### config.mk
export PLATFORM = sky130hd
export DESIGN_NAME = regfile_writeback_queue
export DESIGN_NICKNAME = d
export VERILOG_FILES = /design/src/rtl/regfile_writeback_queue_pkg.sv /design/src/rtl/wb_fifo.sv /design/src/rtl/regfile_writeback_queue.sv
export SDC_FILE = /design/constraint.sdc
export NUM_CORES = 1
export LEC_CHECK = 0
export CAP_MARGIN = 20
export CORE_MARGIN = 2
export CORE_UTILIZATION = 30
export DETAILED_ROUTE_END_ITERATION = 6
export PLACE_DENSITY = 0.52
export SLEW_MARGIN = 10
export SYNTH_ARGS = -nofsm -noshare
export SYNTH_HDL_FRONTEND = slang
export SYNTH_SLANG_ARGS = --single-unit
### constraint.sdc
create_clock -name clk -period 3.5 [get_ports clk]
set_input_delay 0.7 -clock clk [delete_from_list [all_inputs] [get_ports clk]]
set_output_delay 0.7 -clock clk [all_outputs]
set_load 0.1 [all_outputs]
### src/rtl/regfile_writeback_queue_pkg.sv
// Shared definitions for the register-file write-back queue.
//   REG_ADDR_W / DATA_W : register address and data widths
//   REG_ZERO            : hard-wired zero register, never written
//   wb_entry_t          : one queued write {dir, dato}
//   clog2()             : ceiling log2, usable in constant expressions
package regfile_writeback_queue_pkg;

    localparam int REG_ADDR_W = 5;
    localparam int DATA_W     = 32;
    localparam logic [REG_ADDR_W-1:0] REG_ZERO = 5'd0;

    typedef struct packed {
        logic [REG_ADDR_W-1:0] dir;
        logic [DATA_W-1:0]     dato;
    } wb_entry_t;

    function automatic int clog2(input int value);
        int result;
        int v;
        result = 0;
        v      = value - 1;
        while (v > 0) begin
            result++;
            v = v >> 1;
        end
        return result;
    endfunction

endpackage

### src/rtl/wb_fifo.sv
// Synchronous FIFO holding long-latency write-back results.
//   clk, rst_n : clock, synchronous active-low reset (drops all entries)
//   push, wdata: write one entry (caller guarantees not full)
//   pop, head  : head entry and its removal (caller guarantees not empty)
//   full, empty, count : occupancy status
//   valid, dirs: per-slot occupancy mask and flat destination addresses,
//                used by the hazard comparators in the top
module wb_fifo
    import regfile_writeback_queue_pkg::*;
#(
    parameter int DEPTH = 4
) (
    input  logic                           clk,
    input  logic                           rst_n,
    input  logic                           push,
    input  wb_entry_t                      wdata,
    input  logic                           pop,
    output wb_entry_t                      head,
    output logic                           full,
    output logic                           empty,
    output logic [clog2(DEPTH+1)-1:0]      count,
    output logic [DEPTH-1:0]               valid,
    output logic [DEPTH*REG_ADDR_W-1:0]    dirs
);

    localparam int PTR_W = clog2(DEPTH);
    localparam int CNT_W = clog2(DEPTH + 1);

    wb_entry_t        mem [DEPTH];
    logic [PTR_W-1:0] rd_ptr;
    logic [PTR_W-1:0] wr_ptr;
    logic [CNT_W-1:0] cnt;
    logic [PTR_W-1:0] offs;

    // Pointers wrap naturally because DEPTH is a power of two.
    always_ff @(posedge clk) begin
        if (!rst_n) begin
            rd_ptr <= '0;
            wr_ptr <= '0;
            cnt    <= '0;
        end else begin
            if (push) wr_ptr <= wr_ptr + 1'b1;
            if (pop)  rd_ptr <= rd_ptr + 1'b1;
            case ({push, pop})
                2'b10:   cnt <= cnt + 1'b1;
                2'b01:   cnt <= cnt - 1'b1;
                default: cnt <= cnt;
            endcase
        end
    end

    // NOTE: the storage array has no reset; an entry is only observable once
    // the pointers/count say it is valid, so resetting it would buy nothing.
    always_ff @(posedge clk) begin
        if (push) mem[wr_ptr] <= wdata;
    end

    assign head  = mem[rd_ptr];
    assign count = cnt;
    assign full  = (cnt == CNT_W'(DEPTH));
    assign empty = (cnt == '0);

    // A slot is occupied when its distance from the read pointer is below count.
    always_comb begin
        offs  = '0;
        valid = '0;
        dirs  = '0;
        for (int i = 0; i < DEPTH; i++) begin
            offs     = PTR_W'(i) - rd_ptr;
            valid[i] = (CNT_W'(offs) < cnt);
            dirs[i*REG_ADDR_W +: REG_ADDR_W] = mem[i].dir;
        end
    end

endmodule

### src/rtl/regfile_writeback_queue.sv
// Write-side front end for the register file's single write port.
//   alu_we/alu_dir/alu_dato          : single-cycle ALU result, never back-pressured
//   lat_valid/lat_ready/lat_dir/lat_dato : long-latency result handshake into a FIFO
//   rd_dir1/rd_dir2 -> pend1/pend2   : decode hazard flags (queued write pending)
//   RWEN/DirWrite/DatoNuevo          : registered register-file write port
//   pide_stall                       : asks pipeline to hold off ALU writes next cycle
//   err_colision                     : sticky, ALU write arrived during pide_stall
//   ocupacion                        : FIFO entry count
module regfile_writeback_queue
    import regfile_writeback_queue_pkg::*;
#(
    parameter int DEPTH      = 4,
    parameter int STARVE_MAX = 3
) (
    input  logic                       clk,
    input  logic                       rst_n,
    input  logic                       alu_we,
    input  logic [REG_ADDR_W-1:0]      alu_dir,
    input  logic [DATA_W-1:0]          alu_dato,
    input  logic                       lat_valid,
    output logic                       lat_ready,
    input  logic [REG_ADDR_W-1:0]      lat_dir,
    input  logic [DATA_W-1:0]          lat_dato,
    input  logic [REG_ADDR_W-1:0]      rd_dir1,
    input  logic [REG_ADDR_W-1:0]      rd_dir2,
    output logic                       pend1,
    output logic                       pend2,
    output logic                       RWEN,
    output logic [REG_ADDR_W-1:0]      DirWrite,
    output logic [DATA_W-1:0]          DatoNuevo,
    output logic                       pide_stall,
    output logic                       err_colision,
    output logic [clog2(DEPTH+1)-1:0]  ocupacion
);

    localparam int ST_W = clog2(STARVE_MAX + 1);

    logic                        push;
    logic                        pop;
    logic                        full;
    logic                        empty;
    logic                        alu_req;
    logic                        alu_win;
    logic                        starve_hit;
    logic [ST_W-1:0]             starve_cnt;
    wb_entry_t                   wdata;
    wb_entry_t                   head;
    logic [DEPTH-1:0]            valid;
    logic [DEPTH*REG_ADDR_W-1:0] dirs;

    assign lat_ready = !full;
    assign wdata     = '{dir: lat_dir, dato: lat_dato};
    // A zero-destination result completes its handshake but is never stored.
    assign push      = lat_valid && lat_ready && (lat_dir != REG_ZERO);

    assign alu_req   = alu_we && (alu_dir != REG_ZERO);
    assign alu_win   = alu_req && !pide_stall;
    // During pide_stall alu_win is low, so the head pops unconditionally.
    assign pop       = !empty && !alu_win;
    assign starve_hit = alu_win && !empty && (starve_cnt == ST_W'(STARVE_MAX - 1));

    wb_fifo #(.DEPTH(DEPTH)) u_fifo (
        .clk   (clk),
        .rst_n (rst_n),
        .push  (push),
        .wdata (wdata),
        .pop   (pop),
        .head  (head),
        .full  (full),
        .empty (empty),
        .count (ocupacion),
        .valid (valid),
        .dirs  (dirs)
    );

    // NOTE: every state register below uses non-blocking assignment so all
    // of them update together from the same pre-edge values.
    always_ff @(posedge clk) begin
        if (!rst_n) begin
            RWEN         <= 1'b0;
            DirWrite     <= '0;
            DatoNuevo    <= '0;
            pide_stall   <= 1'b0;
            err_colision <= 1'b0;
            starve_cnt   <= '0;
        end else begin
            RWEN <= alu_win || pop;
            // Address/data hold when no write issues.
            if (alu_win) begin
                DirWrite  <= alu_dir;
                DatoNuevo <= alu_dato;
            end else if (pop) begin
                DirWrite  <= head.dir;
                DatoNuevo <= head.dato;
            end
            if (pide_stall && alu_req) err_colision <= 1'b1;
            pide_stall <= starve_hit;
            if (pop || empty)  starve_cnt <= '0;
            else if (alu_win)  starve_cnt <= starve_cnt + 1'b1;
        end
    end

    // The output stage is excluded: that write lands in the register file now.
    // NOTE: both flags get a default first so no latch is inferred.
    always_comb begin
        pend1 = 1'b0;
        pend2 = 1'b0;
        for (int i = 0; i < DEPTH; i++) begin
            if (valid[i] && (dirs[i*REG_ADDR_W +: REG_ADDR_W] == rd_dir1)) pend1 = 1'b1;
            if (valid[i] && (dirs[i*REG_ADDR_W +: REG_ADDR_W] == rd_dir2)) pend2 = 1'b1;
        end
        if (rd_dir1 == REG_ZERO) pend1 = 1'b0;
        if (rd_dir2 == REG_ZERO) pend2 = 1'b0;
    end

endmodule

* Yosys cells after proc, flatten, opt, wreduce, memory -nomap -nowiden
Memory sizes are Yosys's and may differ from the RTL's. A register that Yosys moved wholly into a read port is not among the register bits.
Cells that the tools add are included.
** Operators by class
- Add/sub/neg operators :: 9
- Multipliers :: 0
- Div/mod/pow operators :: 0
- Order comparisons :: 4
- Eq/ne operators :: 12
- Shifts and indexed selects :: 0
- Mux-type cells :: 19
- Bitwise logic cells :: 1
- Reduce and logical (&&, ||, !) cells :: 30
** Operators by type and width (number)
- $mux 32 :: 2
- $eq 5x5->1 :: 8
- $logic_and 1x1->1 :: 16
- $lt 2x3->1 :: 4
- $mux 1 :: 12
- $logic_not 5->1 :: 2
- $mux 5 :: 2
- $reduce_bool 5->1 :: 2
- $add 2x1->2 const B :: 3
- $pmux 3 s2 :: 1
- $eq 2x2->1 const B :: 2
- $logic_not 1->1 :: 4
- $mux 2 :: 2
- $reduce_bool 2->1 :: 2
- $sub 1x2->2 const A :: 2
- $sub 2x2->2 const A :: 2
- $add 3x1->3 const B :: 1
- $eq 3x3->1 const B :: 1
- $logic_not 3->1 :: 1
- $sub 3x1->3 const B :: 1
- $eq 2x1->1 const B :: 1
- $logic_or 1x1->1 :: 2
- $reduce_or 2->1 :: 1
- $not 1->1 :: 1
** Storage, ports and cells
- Bits in registers :: 49
- Bits in latches :: 0
- RAM bits :: 148
- Bits in read-only memories :: 0
- Bits of input ports :: 88
- Output and inout bits :: 46
- Word-level logic and storage cells :: 85
- Memories kept :: 1
** Memories
- u_fifo.mem :: depth 4, bits a word 37, read ports 5, clocked after memory_dff 1, write ports 1, line wb_fifo.sv:29 : wb_entry_t mem [DEPTH];

* Longest topological paths before layout
Gate-level depths: netlist of run 1.
- Word-level depth :: 8
- Gate-level depth with buffers :: 10

* By module
Synthesis of run 1 repeated with hierarchy kept, for this count alone.
** Second synthesis, totals
- Cell total of the unflattened synthesis :: 535
- Area, all modules :: 8623.3 um^2
** Modules (own cells, without submodules)
- wb_fifo :: times used 1, cells each 276, area each 6118.4 um^2, sequential area each 4624.4 um^2
- regfile_writeback_queue :: times used 1, cells each 259, area each 2504.9 um^2, sequential area each 840.8 um^2

* Least setup slack after synthesis of run 1
No wires, ideal clock.
- Path type :: register to output
- Start :: register u_fifo.cnt[1] (netlist: u_fifo.count[1])
- End :: output pend1
- Data arrival time :: 3.816 ns
- Setup slack :: -1.016 ns
- Stages on the path, launching flop included :: 8
- Cell sequence :: dfxtp_1 -> inv_1 -> ha_1 -> a21boi_0 -> o21ba_2 -> nor4_1 -> nor4_1 -> a21oi_1
** On the way
- Word-level cells in the longest chain between the ends :: 7
- Elaborated cells on any way between the ends :: 13
- Classes of those cells :: order compare: 4; mux: 5; reduce/logical: 4
** RTL lines
- start: declaration :: line wb_fifo.sv:32 : logic [CNT_W-1:0] cnt;
- start signal: assignment :: line wb_fifo.sv:45 : 2'b10: cnt <= cnt + 1'b1;
- start signal: assignment :: line wb_fifo.sv:46 : 2'b01: cnt <= cnt - 1'b1;
- start signal: assignment :: line wb_fifo.sv:47 : default: cnt <= cnt;
- $lt 2x3->1 :: line wb_fifo.sv:70 : valid[i] = (CNT_W'(offs) < cnt);
- $logic_and 1x1->1 :: line regfile_writeback_queue.sv:109 : if (valid[i] && (dirs[i*REG_ADDR_W +: REG_ADDR_W] == rd_dir1)) pend1 = 1'b1;
- $mux 1 (3 in a row) :: line regfile_writeback_queue.sv:109
- $mux 1 (*) :: line regfile_writeback_queue.sv:109
- $mux 1 (*) :: line regfile_writeback_queue.sv:112 : if (rd_dir1 == REG_ZERO) pend1 = 1'b0;
- end: declaration :: line regfile_writeback_queue.sv:26 : output logic pend1,
Mark *: on every way between the ends. The rest lies on a longest branch, timed or not.

* Worst setup path in the final report of run 1
- Start :: register u_fifo.rd_ptr[0]
- End :: output pend1
** On the way
- Word-level cells in the longest chain between the ends :: 8
- Elaborated cells on any way between the ends :: 17
- Classes of those cells :: add/sub: 4; order compare: 4; mux: 5; reduce/logical: 4
** RTL lines
- start: declaration :: line wb_fifo.sv:30 : logic [PTR_W-1:0] rd_ptr;
- start signal: assignment :: line wb_fifo.sv:43 : if (pop) rd_ptr <= rd_ptr + 1'b1;
- $sub 1x2->2 :: line wb_fifo.sv:69 : offs = PTR_W'(i) - rd_ptr;
- $lt 2x3->1 :: line wb_fifo.sv:70
- $logic_and 1x1->1 :: line regfile_writeback_queue.sv:109
- $mux 1 (3 in a row) :: line regfile_writeback_queue.sv:109
- $mux 1 (*) :: line regfile_writeback_queue.sv:109
- $mux 1 (*) :: line regfile_writeback_queue.sv:112
Marked as above.

==> run_results.csv, run 1 <==
group,metric,value,unit
run_status,status,"finished clean",
final_layout,nNetsFinal,794,
sta,period_share,93.3,%
die,die_width,169,um
setup_path,slowest_delay,0.49,ns
global_routing,grtUsageMet2,24.2,%
global_routing,grt.busiest_layer,"met2",
routing,num_vias,5084,
placed_design,place_ws,0.100,ns
logic_synthesis,synth_seq_cells,199,
final_layout,nFillCells,2530,
logic_synthesis,synth-edff-count,148,
final_layout,area_growth,29.0,%
sta,tns,0,ns
logic_synthesis,synth_common_cells,"edfxtp_1, nand2_1, dfxtp_1",
clock_network,cts_tree,"yes",
pwr,ir_drop,0.381,mV
sta,tightest_slew,1.01,ns
pwr,powerDensity,754,nW/um^2
setup_path,worstSetupPathType,"flop to primary output",
logic_synthesis,synth_ff_type,"edfxtp_1",
setup_path,startpoint_type,"flop",
sta,max_slew_margin,32.5,%
sta,max_freq,306,MHz
routing,drcViolationCount,0,
sta,skew,0.0106,ns
die,rows,60,
logic_synthesis,synth-compound-area-share,6.59,%
clock_network,cts_hold_buf,0,
final_layout,fin_cells,1049,
logic_synthesis,yosysWarnings,0,
setup_path,cp_num_buf_inv,2,
logic_synthesis,synth_xor_area_share,4.92,%
global_routing,grt_pass1_vias,5389,
die,core_area,26900,sq um
setup_path,worstPathCellList,"xor2_1 > inv_1 > ha_1 > nand2b_1 > o22ai_1 > nor4_1 > nor4_1 > a21oi_4 > buf_12",
die,io_pins,134,
logic_synthesis,async_reset_ff_share,0,%
pwr,p_leak,0.00347,uW
logic_synthesis,ys_types,36,
sta,hold_slack,0.417,ns
routing,via_per_inst,4.85,
setup_path,end_kind,"primary output",
global_routing,global_route.usage.met3,3.96,%
logic_synthesis,yosysMostFrequentCell,"edfxtp_1",
clock_network,cts_resized,0,
die,die_h,169,um
routing,drtPass1Iterations,5,
placed_design,place.gp.congestion,0.813,
logic_synthesis,netlist_instances,563,
logic_synthesis,synth_area,8190,sq um
global_routing,antenna_found_initial,1,
global_routing,grt_pass1_wl,31300,um
routing,drt-total-wl,20300,um
logic_synthesis,ys_top_cells_by_area,"edfxtp_1, dfxtp_1, mux4_2",
global_routing,met1_usage,18.7,%
logic_synthesis,yosys.area_share.simple,6.98,%
clock_network,cts_buffers,17,
die,die_area,28600,sq um
sta,drv_slew,0,
placed_design,io_buffers,133,
sta,hold_viol,0,
clock_network,cts_buffer_depth,2,
sta,setup_viol,0,
clock_network,clk_pin_slew,0.07,ns
sta,layout_setup_ws,0.233,ns
pwr,total_power,7960,uW
min_path,hold_path_class,"flop to flop",
routing,drtIter0Drc,313,
routing,wire_per_inst,19.4,um
clock_network,worstSkewPairLatency,0.43,ns
global_routing,grt_overflow_total,0,
logic_synthesis,yosysTopAreaCell,"edfxtp_1",
sta,rsz0062_at_grt,"no",
die,start_util,30.5,%
setup_path,crit_family,"simple AND/OR/NAND/NOR gates",
logic_synthesis,synth_top_family_by_area,"multiplexers",
clock_network,ctsHtreeMaxLevel,4,
logic_synthesis,synth_area_per_cell,14.5,sq um
routing,route.antenna.remaining_nets,0,
logic_synthesis,synth_top_area_share,54.3,%
run,drv_cap,0,
logic_synthesis,synth_mux_area_share,10.2,%
setup_path,required,2.80,ns
setup_path,crit_slowest_cell,"nor4_1",
clock_network,cts_root_buffer,"clkbuf_16",
setup_path,cp.arrival,2.57,ns
logic_synthesis,synthAdderAreaFrac,1.77,%
setup_path,worstPathMaxFanout,6,
logic_synthesis,synth_seq_area_share,66.7,%
setup_path,crit_top_cell,"nor4_1",
final_layout,antenna_cells,0,
global_routing,track_usage,14.6,%
placed_design,dp_hpwl,14000,um
clock_network,post_cts_buffers,0,
placed_design,dp_cells,1017,
final_layout,drive_gt1_share,16.2,%
sta,period_needed,3.27,ns
clock_network,cts_sinks,199,
logic_synthesis,synth_nets,662,
global_routing,grt_max_degree,77,
==> flip-flops by register name, summed over array words and instances (netlist names), named ones only <==
signal,count
u_fifo.mem,148
err_colision,1
DatoNuevo,32
u_fifo.rd_ptr,2
DirWrite,5
RWEN,1
u_fifo.wr_ptr,2
pide_stall,1
u_fifo.count,3
starve_cnt,2
==> through the flow <==
stage / util [%] / cell area (sq um)
3_5_place_dp: 37.1 / 9980
2_1_floorplan: - / 8220
4_1_cts: 39.3 / 10600
3_3_place_gp: 37.1 / 9980
6_report: 39.3 / 10600
5_1_grt: 39.3 / 10600
==> worst register-to-register path: cells and delay by family, from the launching register on <==
family / cells / cell delay (ns)
AO/OA/AOI/OAI: 2 / 0.38
buffers and inverters: 2 / 0.16
AND/OR/NAND/NOR: 2 / 0.51
XOR/XNOR: 1 / 0.16
flip-flops: 1 / 0.56
adder cells (fa/ha/maj): 2 / 0.58
==> power breakdown <==
group          switching [uW]  total, uW  internal [uW]
Combinational            1970       2970           1000
Sequential                240       3100           2850
Clock                     940       1900            957
==> logic make-up after synthesis <==
family | count (synthesis)
flops | 199
simple gates | 126
compound gates | 91
buf+inv | 53
xor+xnor | 46
mux | 37
fa+ha+maj | 11
==> layout by cell type (no fill, tap or decap), drive strengths merged, types with 2 or more instances in the layout <==
cell	n
o21ai	40
ha	10
o22ai	2
clkdlybuf4s50	124
clkinv	7
nand3	11
and2	9
inv	20
o21ba	2
nand2	77
or4	2
nand2b	2
nor3	3
mux4	37
clkbuf	17
a21boi	4
buf	29
xnor2	28
edfxtp	148
nor2	7
dfxtp	51
xor2	18
nor4	10
a21oi	3
or3	2
nor2b	3
a31oi	37
==> final cells by class <==
class	count	area, sq um	area share, %
well taps	341	427	4.04
flip-flops and latches	199	5470	51.8
clock buffers	17	425	4.03
inverters	13	48.8	0.462
clock inverters	15	158	1.49
multi-input cells	311	2540	24.0
repair buffers	153	1500	14.2
==> final timing paths <==
kind / from / to / slack, ns / cells past startpoint
worst max register to register: u_fifo.count[2] / u_fifo.count[2] / 1.09 / 9
worst min-delay path: starve_cnt[0] / starve_cnt[0] / 0.42 / 1
worst max-delay path: u_fifo.rd_ptr[0] / pend1 / 0.23 / 9
worst min register to register: starve_cnt[0] / starve_cnt[0] / 0.42 / 1
==> per-layer routing <==
metal  part of all wire, %  up-vias
li1                      -     2366
met1                    44     2553
met2                    49      138
met3                   5.0       25
met4                   1.9        2
met5                 0.059        -
Power figures use the tool's default switching activity.
==> inputs of run 2 (changes only) <==
CORE_MARGIN = 3   (was 2)
clock period = 3.2 ns   (was 3.5 ns; I/O delays follow)
==> run_results.csv, run 2 (synthesized netlist as in run 1, its figures left out) <==
group,metric,value,unit
placed_design,dp_cells,1012,
die,die_area,29300,sq um
routing,drtPass1Iterations,4,
clock_network,ctsHtreeMaxLevel,4,
die,rows,59,
sta,hold_viol,0,
sta,period_share,95.8,%
setup_path,startpoint_type,"flop",
setup_path,slowest_delay,0.39,ns
final_layout,regMostFlops,"u_fifo.mem",
clock_network,cts_sinks,199,
global_routing,track_usage,14.2,%
routing,drcViolationCount,0,
routing,drt-total-wl,20000,um
final_layout,nNetsFinal,797,
final_layout,final_area,10600,sq um
min_path,hold_path_class,"flop to flop",
final_layout,layout.cells.most_common_list,"edfxtp_1, clkdlybuf4s50_1, nand2_1, buf_4, dfxtp_1",
final_layout,drive_gt1_share,23.8,%
pwr,powerDensity,830,nW/um^2
run_status,status,"finished clean",
sta,period_needed,3.07,ns
placed_design,dp_hpwl,14000,um
die,die_width,171,um
clock_network,cts_root_buffer,"clkbuf_16",
global_routing,antenna_found_initial,0,
final_layout,top_regs,"u_fifo.mem x148, DatoNuevo x32, DirWrite x5",
global_routing,grt_max_degree,77,
pwr,ir_drop,0.373,mV
placed_design,io_buffers,133,
global_routing,grt_pass1_vias,5462,
routing,route.antenna.remaining_nets,0,
sta,max_slew_margin,43.8,%
pwr,p_leak,0.00356,uW
run,drv_cap,0,
setup_path,worstPathMaxFanout,6,
die,core_area,26400,sq um
clock_network,cts_buffer_depth,2,
final_layout,layout_commonest_cell,"edfxtp_1",
routing,wire_per_inst,19.2,um
setup_path,cp_num_buf_inv,3,
final_layout,largest_reg_flops,148,
routing,num_vias,5078,
clock_network,worstSkewPairLatency,0.43,ns
clock_network,cts_buffers,17,
clock_network,cts_tree,"yes",
routing,via_per_inst,4.85,
setup_path,crit_slowest_cell,"dfxtp_4",
placed_design,place.gp.congestion,0.817,
die,die_h,171,um
final_layout,multi_input_comb_area,2650,sq um
setup_path,worstSetupPathType,"flop to primary output",
global_routing,grt_pass1_wl,31600,um
pwr,total_power,8810,uW
final_layout,fin_cells,1046,
final_layout,area.sequential,5470,sq um
setup_path,worstPathCellList,"clkinvlp_4 > buf_4 > ha_1 > o21ba_2 > nor4_1 > nor4_2 > a21oi_4 > buf_12",
sta,setup_viol,0,
setup_path,crit_family,"buffers and inverters",
setup_path,required,2.56,ns
sta,drv_slew,0,
placed_design,dpl-instance-area,9880,sq um
final_layout,area_growth,29.6,%
die,start_util,31.0,%
final_layout,nFillCells,2463,
sta,max_freq,326,MHz
sta,tightest_slew,0.844,ns
sta,skew,0.0146,ns
die,io_pins,134,
final_layout,antenna_cells,0,
routing,drtIter0Drc,223,
setup_path,end_kind,"primary output",
global_routing,grt_overflow_total,0,
setup_path,cp.arrival,2.43,ns
clock_network,clk_pin_slew,0.07,ns
## run 2: changes by cell type in the layout (fill, tap and decap cells not counted), moves of 3 or more
cell | previous run | this run
inv_6 | 2 | 6
clkdlybuf4s50_1 | 124 | 86
inv_8 | 5 | 0
nor4_4 | 0 | 3
nor4_2 | 0 | 5
buf_4 | 26 | 66
nor4_1 | 10 | 2
## run 2: metrics by stage
step | utilization [%] | hold WS [ns] | TNS [ns] | setup WS, ns
2_1_floorplan | - | 0.393 | 0 | 0.0240
3_3_place_gp | 37.4 | 0.399 | -0.177 | -0.177
3_5_place_dp | 37.4 | 0.408 | -0.250 | -0.250
4_1_cts | 39.7 | 0.417 | 0 | 0.0271
5_1_grt | 40.1 | 0.457 | -0.0337 | -0.0337
6_report | 40.1 | 0.413 | 0 | 0.134
## run 2: timing repair
| item | 4_1_cts | 5_1_grt |
|---|---|---|
| endpoints found under the setup margin | 2 | 2 |
| buffers inserted | 0 | 2 |
| resized for setup | 4 | 14 |
| pin swaps | 0 | 3 |
| hold buffers | 0 | 0 |
| hold endpoints to repair | 0 | 0 |
| cloned | 0 | 0 |
## run 2: metal layers
| layer | wire length (um) | track usage [%] |
|---|---|---|
| met5 | 0 | 0 |
| met1 | 8810 | 18.2 |
| met4 | 323 | 3.88 |
| met3 | 1130 | 4.14 |
| met2 | 9770 | 23.7 |
## run 2: path summary, 6_finish.rpt
check | from | endpoint | slack, ns | depth (start not counted)
worst min register to register | starve_cnt[0] | starve_cnt[0] | 0.41 | 1
worst max register to register | u_fifo.count[0] | u_fifo.count[2] | 0.96 | 10
worst min-delay path | starve_cnt[0] | starve_cnt[0] | 0.41 | 1
worst max-delay path | u_fifo.count[1] | pend2 | 0.13 | 8
## run 2: layout make-up
cell class / count / area share, %
sequential: 199 / 51.6
timing repair buffer: 156 / 13.4
clock inverter: 13 / 1.52
multi-input combinational: 311 / 25.0
clock buffer: 19 / 4.08
tap: 335 / 3.95
inverter: 13 / 0.495
## run 2: worst register-to-register path, delay by kind of cell, from the launching register on
kind,cells,cell delay [ns]
fa+ha+maj,2,0.56
simple gates,2,0.42
flops,1,0.41
compound gates,2,0.33
buf+inv,3,0.28
xor+xnor,1,0.16
## run 2: power breakdown
part | internal, uW | switching [uW] | leakage [uW]
combinational | 1110 | 2210 | 0.00149
sequential | 3130 | 235 | 0.00178
clock | 1120 | 1000 | 0.000289
==> inputs of run 3 (changes only) <==
GPL_ROUTABILITY_DRIVEN = 0   (was unset)
==> run_results.csv, run 3 (synthesized netlist as in run 1, its figures left out) <==
group,metric,value,unit
final_layout,largest_reg_flops,148,
die,die_h,171,um
placed_design,io_buffers,133,
final_layout,regMostFlops,"u_fifo.mem",
placed_design,dp_hpwl,13800,um
sta,skew,0.0132,ns
sta,period_needed,3.09,ns
setup_path,cp.arrival,2.45,ns
die,rows,59,
setup_path,required,2.56,ns
setup_path,startpoint_type,"flop",
routing,drcViolationCount,0,
clock_network,cts_buffer_depth,2,
clock_network,cts_root_buffer,"clkbuf_16",
die,die_width,171,um
pwr,powerDensity,832,nW/um^2
routing,route.antenna.remaining_nets,0,
pwr,clkPwrFrac,24.5,%
sta,rsz0062_at_grt,"no",
run,drv_cap,0,
clock_network,cts_hold_buf,0,
clock_network,cts_tree,"yes",
die,core_area,26400,sq um
global_routing,track_usage,14.1,%
sta,tns,0,ns
global_routing,grt_pass1_vias,5476,
clock_network,cts_buffers,17,
routing,drtPass1Iterations,4,
routing,drtIter0Drc,282,
global_routing,antenna_found_initial,2,
final_layout,antenna_cells,0,
run_status,status,"finished clean",
sta,hold_viol,0,
routing,drt-total-wl,20300,um
final_layout,top_regs,"u_fifo.mem x148, DatoNuevo x32, DirWrite x5",
final_layout,layout.cells.most_common_list,"edfxtp_1, clkdlybuf4s50_1, nand2_1, buf_4, dfxtp_1",
clock_network,clk_pin_slew,0.07,ns
pwr,p_leak,0.00357,uW
setup_path,worstPathMaxFanout,5,
global_routing,grt_max_degree,77,
pwr,total_power,8860,uW
sta,drv_slew,0,
final_layout,layout_commonest_cell,"edfxtp_1",
die,die_area,29300,sq um
sta,max_slew_margin,43.8,%
min_path,hold_path_class,"flop to flop",
pwr,pwr-share-seq,37.8,%
final_layout,area_growth,30.0,%
final_layout,nNetsFinal,796,
sta,setup_viol,0,
clock_network,worstSkewPairLatency,0.44,ns
setup_path,worstSetupPathType,"flop to primary output",
sta,tightest_slew,0.843,ns
die,io_pins,134,
routing,num_vias,5120,
pwr,swShare,40.1,%
routing,wire_per_inst,19.4,um
die,start_util,31.0,%
pwr,p_int,5310,uW
pwr,ir_drop,0.512,mV
final_layout,drive_gt1_share,23.7,%
global_routing,grt_pass1_wl,31500,um
sta,max_freq,324,MHz
placed_design,dp_cells,1010,
final_layout,fin_cells,1045,
global_routing,grt_overflow_total,0,
pwr,p_comb_share,37.6,%
routing,via_per_inst,4.90,
setup_path,end_kind,"primary output",
sta,period_share,96.4,%
sta,hold_slack,0.419,ns
clock_network,cts_sinks,199,
pwr,p_sw,3550,uW
clock_network,ctsHtreeMaxLevel,4,
[run 3: cell types whose count changed in the layout (fill, tap and decap cells not counted), moves of 2 or more]
cell      change
inv_8         +5
buf_4         -4
inv_6         -4
buf_12        +3
clkbuf_1      -2
inv_12        +2
[run 3: layer usage]
layer  track usage [%]  routed length, um
met1              17.5               8620
met2              24.7              10300
met3              3.84               1140
met4              3.43                235
met5                 0                 27
[run 3: critical path, cell delays in order, from the launching register on]
cell	delay [ns]
dfxtp_4	0.38
clkinvlp_4	0.13
ha_1	0.33
a21boi_0	0.14
o21ba_2	0.29
nor4_4	0.32
nor4_4	0.09
a21oi_4	0.15
buf_12	0.19
[run 3: timing repair]
item	CTS	global route
gates cloned	0	0
pin swaps	0	2
resized for setup	4	13
setup buffers	0	3
endpoints found under the setup margin	2	2
[run 3: final timing paths]
path / start / end / slack [ns] / cells past startpoint
max: u_fifo.count[1] / pend1 / 0.11 / 8
min: starve_cnt[0] / starve_cnt[0] / 0.42 / 1
max reg2reg: u_fifo.count[1] / u_fifo.count[2] / 0.95 / 11
min reg2reg: starve_cnt[0] / starve_cnt[0] / 0.42 / 1
[run 3: final cells by class]
class | count | area (sq um)
fillers | 2481 | 15800
clock buffers | 17 | 425
clock inverters | 15 | 188
inverters | 13 | 52.6
well taps | 335 | 419
multi-input cells | 311 | 2640
flip-flops and latches | 199 | 5470
repair buffers | 155 | 1450
[run 3: metrics by stage]
stage	instance area [sq um]	utilization, %	setup slack [ns]
2_1_floorplan	8220	-	0.0240
3_3_place_gp	9910	37.5	-0.171
3_5_place_dp	9910	37.5	-0.274
4_1_cts	10500	39.9	0.0246
5_1_grt	10600	40.3	0.00759
6_report	10600	40.3	0.114
[run 3: power groups by stage]
| stage | Clock [uW] | Combinational, uW | Sequential [uW] |
|---|---|---|---|
| 3_5_place_dp | 0 | 3290 | 3420 |
| 6_report | 2170 | 3330 | 3350 |
| 4_1_cts | 2240 | 3310 | 3360 |
| 2_1_floorplan | 0 | 1520 | 4170 |
| 5_1_grt | 2350 | 3580 | 3400 |
| 3_3_place_gp | 0 | 3240 | 3400 |
